$ cat src/rtl/can_fetch_pkg.sv
// Shared types and constants for the CAN frame fetch sequencer.
package can_fetch_pkg;
  localparam int DEF_ADDR_W = 10;
  localparam int DEF_DATA_W = 32;
  localparam logic [31:0] ERR_RETURN = 32'hFFFF_FFFF;

  typedef enum logic [2:0] {IDLE, READ, PUSH, DONE, ERR} state_t;
endpackage

$ cat src/rtl/can_fetch_timeout.sv
// Consecutive-stall counter; expired pulses on the TIMEOUT-th stalled cycle.
module can_fetch_timeout #(
  parameter int TIMEOUT = 255
) (
  input  logic clk,
  input  logic reset,
  input  logic clr,
  input  logic en,
  output logic expired
);
  logic [15:0] cnt;

  // Count stalled cycles, restarting whenever a read completes or a run starts.
  always_ff @(posedge clk or posedge reset) begin
    if (reset)    cnt <= '0;
    else if (clr) cnt <= '0;
    else if (en)  cnt <= cnt + 16'd1;
  end

  // Fires in the cycle that would bring the count to TIMEOUT.
  assign expired = en && (cnt == 16'(TIMEOUT - 1));
endmodule

$ cat src/rtl/can_frame_fetch_ctrl.sv
// Reads a programmed run of words from the padded-data memory and streams
// them to the frame builder, accumulating a 32-bit checksum.
import can_fetch_pkg::*;

module can_frame_fetch_ctrl #(
  parameter int ADDR_W  = DEF_ADDR_W,
  parameter int DATA_W  = DEF_DATA_W,
  parameter int TIMEOUT = 255
) (
  input  logic              clk,
  input  logic              reset,
  input  logic              start,
  input  logic [ADDR_W-1:0] base_addr,
  input  logic [ADDR_W:0]   num_words,
  output logic [ADDR_W-1:0] address,
  output logic              read,
  input  logic              waitrequest,
  input  logic [DATA_W-1:0] readdata,
  output logic              out_valid,
  output logic [DATA_W-1:0] out_data,
  input  logic              out_ready,
  output logic              busy,
  output logic              finish,
  output logic [31:0]       return_val
);
  localparam logic [ADDR_W:0] NUM_MAX = {1'b1, {ADDR_W{1'b0}}};

  state_t          state;
  logic            start_q;
  logic            start_acc;
  logic [ADDR_W:0] num_q;
  logic [ADDR_W:0] num_clamp;
  logic [ADDR_W:0] word_cnt;
  logic [ADDR_W:0] cnt_next;
  logic [31:0]     checksum;
  logic [31:0]     sum_next;
  logic            tmo_clr;
  logic            tmo_en;
  logic            tmo_expired;

  // A start edge only counts when no run is in flight.
  assign start_acc = start && !start_q &&
                     (state == IDLE || state == DONE || state == ERR);
  assign num_clamp = (num_words > NUM_MAX) ? NUM_MAX : num_words;
  assign cnt_next  = word_cnt + 1'b1;
  assign sum_next  = checksum + 32'(out_data);
  assign tmo_en    = (state == READ) && waitrequest;
  assign tmo_clr   = start_acc || ((state == READ) && !waitrequest);

  can_fetch_timeout #(.TIMEOUT(TIMEOUT)) u_tmo (
    .clk     (clk),
    .reset   (reset),
    .clr     (tmo_clr),
    .en      (tmo_en),
    .expired (tmo_expired)
  );

  // Registered copy of start for edge detection.
  always_ff @(posedge clk or posedge reset) begin
    if (reset) start_q <= 1'b0;
    else       start_q <= start;
  end

  // Sequencer: one word at a time, READ until the memory answers, PUSH until accepted.
  always_ff @(posedge clk or posedge reset) begin
    if (reset) begin
      state      <= IDLE;
      address    <= '0;
      read       <= 1'b0;
      out_valid  <= 1'b0;
      out_data   <= '0;
      busy       <= 1'b0;
      finish     <= 1'b0;
      return_val <= '0;
      num_q      <= '0;
      word_cnt   <= '0;
      checksum   <= '0;
    end else begin
      case (state)
        IDLE, DONE, ERR: begin
          if (start_acc) begin
            num_q      <= num_clamp;
            word_cnt   <= '0;
            checksum   <= '0;
            return_val <= '0;
            address    <= base_addr;
            if (num_clamp == '0) begin
              // Empty run: report an all-zero checksum straight away.
              state  <= DONE;
              finish <= 1'b1;
            end else begin
              state  <= READ;
              finish <= 1'b0;
              read   <= 1'b1;
              busy   <= 1'b1;
            end
          end
        end
        READ: begin
          if (!waitrequest) begin
            out_data  <= readdata;
            read      <= 1'b0;
            out_valid <= 1'b1;
            state     <= PUSH;
          end else if (tmo_expired) begin
            read       <= 1'b0;
            busy       <= 1'b0;
            finish     <= 1'b1;
            return_val <= ERR_RETURN;
            state      <= ERR;
          end
        end
        PUSH: begin
          if (out_ready) begin
            out_valid <= 1'b0;
            checksum  <= sum_next;
            word_cnt  <= cnt_next;
            if (cnt_next == num_q) begin
              busy       <= 1'b0;
              finish     <= 1'b1;
              return_val <= sum_next;
              state      <= DONE;
            end else begin
              // Address wraps naturally at the top of the memory.
              address <= address + 1'b1;
              read    <= 1'b1;
              state   <= READ;
            end
          end
        end
        default: state <= IDLE;
      endcase
    end
  end
endmodule

$ cat config.mk
export PLATFORM = sky130hd
export DESIGN_NAME = can_frame_fetch_ctrl
export DESIGN_NICKNAME = d
export VERILOG_FILES = /design/src/rtl/can_fetch_pkg.sv /design/src/rtl/can_fetch_timeout.sv /design/src/rtl/can_frame_fetch_ctrl.sv
export SDC_FILE = /design/constraint.sdc
export NUM_CORES = 1
export LEC_CHECK = 0
export CAP_MARGIN = 20
export CORE_ASPECT_RATIO = 0.5
export CORE_MARGIN = 8
export CORE_UTILIZATION = 49
export DETAILED_ROUTE_END_ITERATION = 6
export MAX_ROUTING_LAYER = met4
export PLACE_DENSITY_LB_ADDON = 0.3
export SLEW_MARGIN = 15
export SYNTH_ARGS = -nofsm -noshare
export SYNTH_HDL_FRONTEND = slang
export SYNTH_SLANG_ARGS = --single-unit
$ cat constraint.sdc
create_clock -name clk -period 4.8 [get_ports clk]
set_input_delay 0.96 -clock clk [delete_from_list [all_inputs] [get_ports clk]]
set_output_delay 0.96 -clock clk [all_outputs]
set_load 0.05 [all_outputs]
==> results of run 1 <==
cells by family (layout without fill, tap and decap cells):
| kind of cell | after synthesis | count (layout) | synth area share |
|---|---|---|---|
| buffers and inverters | 69 | 194 | 0.03329 |
| XOR/XNOR | 38 | 38 | 0.03918 |
| flip-flops | 152 | 152 | 0.4478 |
| multiplexers | 42 | 42 | 0.05450 |
| AND/OR/NAND/NOR | 325 | 325 | 0.1810 |
| AO/OA/AOI/OAI | 270 | 270 | 0.1903 |
| adder cells (fa/ha/maj) | 36 | 36 | 0.05391 |
final timing paths:
| path | start | to | slack, ps | cells past startpoint |
|---|---|---|---|---|
| hold reg to reg | checksum[15] | checksum[15] | 490 | 2 |
| setup / recovery | word_cnt[0] | return_val[30] | 1300 | 11 |
| max in group asynchronous | reset | out_data[19] | 2670 | 3 |
| hold / removal | checksum[15] | checksum[15] | 490 | 2 |
| min in group asynchronous | reset | word_cnt[3] | 1070 | 2 |
| setup reg to reg | word_cnt[0] | return_val[30] | 1300 | 11 |
cell usage in the layout, fill, tap and decap left out, types with 14 or more instances in the layout:
master and n:
a21oi_1 81, clkbuf_16 17, clkdlybuf4s50_1 135, dfrtp_1 152
ha_1 35, inv_1 17, mux2_2 34, nand2_1 111
nand2b_1 17, nand3_1 39, nor2_1 71, nor3_1 16
o21ai_0 91, o31ai_1 14, xnor2_1 21, xor2_1 17
power breakdown:
| group | switching (mW) | internal (mW) | total (mW) |
|---|---|---|---|
| clock network | 0.591 | 0.672 | 1.26 |
| logic | 3.26 | 1.82 | 5.08 |
| registers | 0.455 | 1.82 | 2.27 |
state kept, by name (all words and copies together), names as in the netlist:
signal / flops
num_q: 11
out_data: 32
start_q: 1
word_cnt: 11
address: 10
return_val: 32
out_valid: 1
finish: 1
checksum: 32
state: 3
read: 1
u_tmo.cnt: 16
busy: 1
through the flow:
step | setup WS (ps) | power [mW] | instances | area (µm²)
3_3_place_gp | 1217 | 7.232 | 1259 | 10030
5_1_grt | 1064 | 9.215 | 1291 | 10580
3_5_place_dp | 1096 | 7.331 | 1259 | 10030
4_1_cts | 1323 | 8.630 | 1291 | 10580
2_1_floorplan | 1574 | 5.850 | 932 | 8498
6_report | 1295 | 8.615 | 1291 | 10580
layout make-up:
class                           instances  area (µm²)  area share
Multi-Input combinational cell        711        4434      0.4192
Sequential cell                       152        3804      0.3596
Timing Repair Buffer                  144        1431      0.1353
Clock buffer                           18       429.2     0.04057
Tap cell                              234       292.8     0.02768
Clock inverter                         14       116.4     0.01100
Inverter                               18       71.32    0.006742
metal layers:
metal	wire length [µm]	global-route usage	share of wire
met5	0	-	0
met1	10660	0.2820	0.47
met3	927	0.03737	0.041
met2	10730	0.3426	0.48
met4	197	0.05198	0.0088
worst max-delay path: stages, from the launching register on:
cell and delay [ps]:
dfrtp_1 440, ha_1 290, and3_1 200, nand3_1 160
nor2_1 290, xnor2_1 180, nand2_1 70, or4_4 510
a22oi_2 190, buf_4 520, or4b_1 490, nand3_1 90
==> results.ini, run 1 <==
[status]
status=finished, final reports clean

[yosys]
syn_nets=1026
ys_warn_count=0
syn_inst=932
ys_ff_latch=152
ys_async_sr_fraction=1.000
synthFlopType=dfrtp_1
synth_top_area_frac=0.4478
syn_area_um2=8494
synth-seq-area-share=0.4478
synth_edf_count=0
synth_top_area_cell=dfrtp_1
synth_most_common_cell=dfrtp_1
synth.top_cells.by_count=dfrtp_1, nand2_1, o21ai_0
synth_cell_types=62
syn_area_per_cell_um2=9.114
synthTopCellsByArea=dfrtp_1, o21ai_0, ha_1, nand2_1, a21oi_1

[timing]
timing.final.crit_share=0.7301
fin_worst_skew_ps=10.78
setup_viol=0
fmax_mhz=285.3
finalCriticalPeriod_ps=3505
tightest_slew_ps=1012
rsz0062_at_grt=false
tns_ps=0
slew_headroom=0.3236
whs_ps=485.9
final_max_slew_viol_count=0
hold_violations=0

[finish]
n_antenna_cell=0
nets=1138
area_growth_pct=24.54
n_fill_cell=1445
finish.utilization=0.6155
drive_gt1_frac=0.08231

[floorplanning]
dieArea_um2=22060
num_rows=34
core_um2=17190
start_util=0.4942
die_h_um=109.1
ios=136
die_width_um=202.2

[routing]
wl_um=22510
post_drt_via_cell_ratio=5.723
drc=0
num_vias=7389
drtPass1Iterations=5
drtIter0Drc=702
post_drt_wl_per_cell_um=17.44
ant_nets=0

[placed_design]
place_hpwl_um=15930
io_buffers=135
gp_congestion=0.9350

[global_route]
grt_pass1_wl_um=37650
grt_pass1_vias=7281
grt_use_total=0.2138
grt_max_degree=78
grt_antenna_before_repair=0
overflow=0

[power]
pwr_density_cell_nw_per_um2=814.4
irDropWorstVdd_uv=433.6
power_leakage_nw=4.495

[run]
max-cap-violations=0

[clock_tree]
path_clk_slew_ps=70
clkSinkCount=152
cts_tree=yes
worstSkewPairLatency_ps=430
cts.htree.levels=4
ctsResizeCount=0
post_cts_buffers=0
cts_buffers=17
cts.path.max_buffers=2
hold_buffers=0
cts_root_buf=clkbuf_16

[critical_path]
cp_max_fo=55
critPathArrivalTime_ps=3870
cp-start-kind=register
worst_setup_path_end_kind=register
path_class=register to register
required_ps=5170

[hold_path]
hold_path_class=register to register

No activity file was read; power rests on OpenSTA's default activity.
==> run 2: changes to the inputs <==
==> constraint.sdc (replaced) <==
create_clock -name clk -period 2.99 [get_ports clk]
set_input_delay 0.598 -clock clk [delete_from_list [all_inputs] [get_ports clk]]
set_output_delay 0.598 -clock clk [all_outputs]
set_load 0.05 [all_outputs]
==> run 2 against run 1 <==
Net effect:
- design area rose by 4.0%
- die area did not move
- sequential share of layout area fell by 1.3 points
- clock power rose by 67%
- routed wire length rose by 5.4%
- worst setup slack got worse by 1200 ps
- first-iteration DRC count fell by 27%
- core utilization rose by 2.4 points
- register-to-register slack got worse by 1200 ps
- critical path type unchanged
- largest cell class unchanged
==> results.ini, run 2 (synthesis gave the netlist of run 1 again) <==
[status]
status=finished, final reports clean

[finish]
seq_area_um2=3807  ; about the same
n_antenna_cell=0  ; unchanged
n_fill_cell=1415  ; -2.1%
final_area_um2=11000  ; +4.0%
mostFrequentLayoutCell=dfrtp_1
final_cell_mix=dfrtp_1, clkdlybuf4s50_1, nand2_1
largest_registers=checksum (32), out_data (32), return_val (32)
nets=1169  ; +2.7%
area_growth_pct=29.49
drive_gt1_frac=0.1259  ; +0.04361
multi_input_area_um2=4537  ; +2.3%

[routing]
drtIter0Drc=515  ; -27%
drtPass1Iterations=5  ; unchanged
post_drt_wl_per_cell_um=17.95  ; +2.9%
wl_um=23730  ; +5.4%
ant_nets=0  ; unchanged
post_drt_via_cell_ratio=5.784  ; +1.1%
drc=0  ; unchanged
num_vias=7646  ; +3.5%

[timing]
setup_viol=0  ; unchanged
whs_ps=488.3  ; +2.370 ps
slew_headroom=0.4016  ; +0.07801
fmax_mhz=343.4  ; +20%
final_max_slew_viol_count=0  ; unchanged
timing.final.crit_share=0.9741  ; +0.2439
hold_violations=0  ; unchanged
tightest_slew_ps=897.6  ; -114.6 ps
fin_worst_skew_ps=11.08  ; +0.2911 ps
finalCriticalPeriod_ps=2912  ; -592.1 ps

[critical_path]
rr_worst_depth=11  ; unchanged
cp_max_fo=21  ; -62%
crit_slowest_cell=or4_4
cp-start-kind=register
cp_cell_sequence=ha_1, and3_1, nand3_1, nor2_2, xnor2_1, nand2_1, or4_4, a22oi_2, buf_12, or4b_1, nand3_1
critPathArrivalTime_ps=3270  ; -600 ps
worst_setup_path_end_kind=register
path_class=register to register
path_depth=11  ; unchanged
crit_buf_inv=1  ; unchanged
cpMostUsedCell=nand3_1
required_ps=3350  ; -1820 ps
critPathMaxStageDelay_ps=520  ; about the same
crit_family=simple AND/OR/NAND/NOR gates

[floorplanning]
die_width_um=202.2  ; unchanged
die_h_um=109.1  ; unchanged
num_rows=34  ; unchanged
dieArea_um2=22060  ; unchanged
start_util=0.4942  ; unchanged
core_um2=17190  ; unchanged
ios=136  ; unchanged

[clock_tree]
cts.path.max_buffers=2  ; unchanged
cts_root_buf=clkbuf_16
worstSkewPairLatency_ps=420  ; about the same
cts.htree.levels=4  ; unchanged
clkSinkCount=152  ; unchanged
cts_buffers=17  ; unchanged
hold_buffers=0  ; unchanged
path_clk_slew_ps=70  ; about the same
cts_tree=yes

[placed_design]
io_buffers=135  ; unchanged
gp_congestion=0.9436  ; +0.92%
dpl_cell_area_um2=10340  ; +3.1%
place_hpwl_um=16780  ; +5.3%

[hold_path]
whs_path_depth=2  ; unchanged
hold_path_class=register to register

[global_route]
grt_pass1_wl_um=38810  ; +3.1%
grt_use_total=0.2208  ; +0.007028
overflow=0  ; unchanged
grt_antenna_before_repair=0  ; unchanged
grt_max_degree=62  ; -21%
grt_pass1_vias=7603  ; +4.4%

[run]
max-cap-violations=0  ; unchanged

[power]
irDropWorstVdd_uv=962.0  ; +120%
pwr_density_cell_nw_per_um2=1309  ; +61%
power_leakage_nw=4.698  ; +4.5%

-- run 2: changes by cell type in the layout (fill, tap and decap cells not counted), sizes merged --
cell      delta
buf         +31
bufinv       +1
clkbuf       -1
clkinv       +1
clkinvlp     -1
-- run 2: area by class of cell --
class	count	area share
clock buffers	17	0.03868
clock inverters	15	0.01308
inverters	18	0.006484
multi-input cells	711	0.4125
flip-flops and latches	152	0.3461
well taps	234	0.02662
repair buffers	175	0.1565
-- run 2: worst paths after layout --
path | from | end | slack (ps)
max | word_cnt[0] | return_val[30] | 80
min | checksum[20] | checksum[20] | 490
max reg2reg | word_cnt[0] | return_val[30] | 80
min reg2reg | checksum[20] | checksum[20] | 490
max in group asynchronous | reset | word_cnt[0] | 1690
min in group asynchronous | reset | address[5] | 630
-- run 2: stage by stage --
step / setup WS (ps) / setup TNS (ps) / power [mW] / utilization / std cells
floorplan: 10.31 / 0 / 9.441 / - / 932
global placement: 40.65 / 0 / 11.97 / 0.6018 / 1288
detailed placement: -7.043 / -7.043 / 12.12 / 0.6018 / 1288
CTS: 11.99 / 0 / 14.33 / 0.6356 / 1320
global route: -16.56 / -71.07 / 15.31 / 0.6400 / 1322
finish: 77.55 / 0 / 14.40 / 0.6400 / 1322
-- run 2: worst min-delay path, delay by kind of cell, from the launching register on --
family / cells / cell delay (ps)
AOI/OAI and AO/OA: 1 / 60
DFF: 1 / 340
and+or+nand+nor: 1 / 50
-- run 2: report_power, final --
group	internal, mW	switching [mW]	total [mW]
logic	3.18	5.46	8.64
registers	2.92	0.724	3.65
clock network	1.16	0.951	2.11
-- run 2: per-layer routing --
layer / routed length [µm] / global-route usage / up-vias
li1: - / - / 3637
met1: 10910 / 0.2838 / 3755
met3: 1054 / 0.03559 / 23
met4: 268 / 0.05095 / 0
met5: 0 / - / -
met2: 11490 / 0.3672 / 231
-- run 2: timing repair --
| action | 4_1_cts | 5_1_grt |
|---|---|---|
| endpoints found under the setup margin | 3 | 39 |
| pin swaps | 0 | 4 |
| setup buffers | 0 | 2 |
| gates resized for setup | 2 | 13 |
==> run 3: changes to the inputs <==
--- a/config.mk
+++ b/config.mk
@@ -5,14 +5,14 @@
 export SDC_FILE = /design/constraint.sdc
 export NUM_CORES = 1
 export LEC_CHECK = 0
-export CAP_MARGIN = 20
+export CAP_MARGIN = 15
 export CORE_ASPECT_RATIO = 0.5
 export CORE_MARGIN = 8
 export CORE_UTILIZATION = 49
 export DETAILED_ROUTE_END_ITERATION = 6
 export MAX_ROUTING_LAYER = met4
 export PLACE_DENSITY_LB_ADDON = 0.3
-export SLEW_MARGIN = 15
+export SLEW_MARGIN = 20
 export SYNTH_ARGS = -nofsm -noshare
 export SYNTH_HDL_FRONTEND = slang
 export SYNTH_SLANG_ARGS = --single-unit
==> results of run 3 <==
Same layout as run 2: the final DEF is identical, and so are final timing and power.
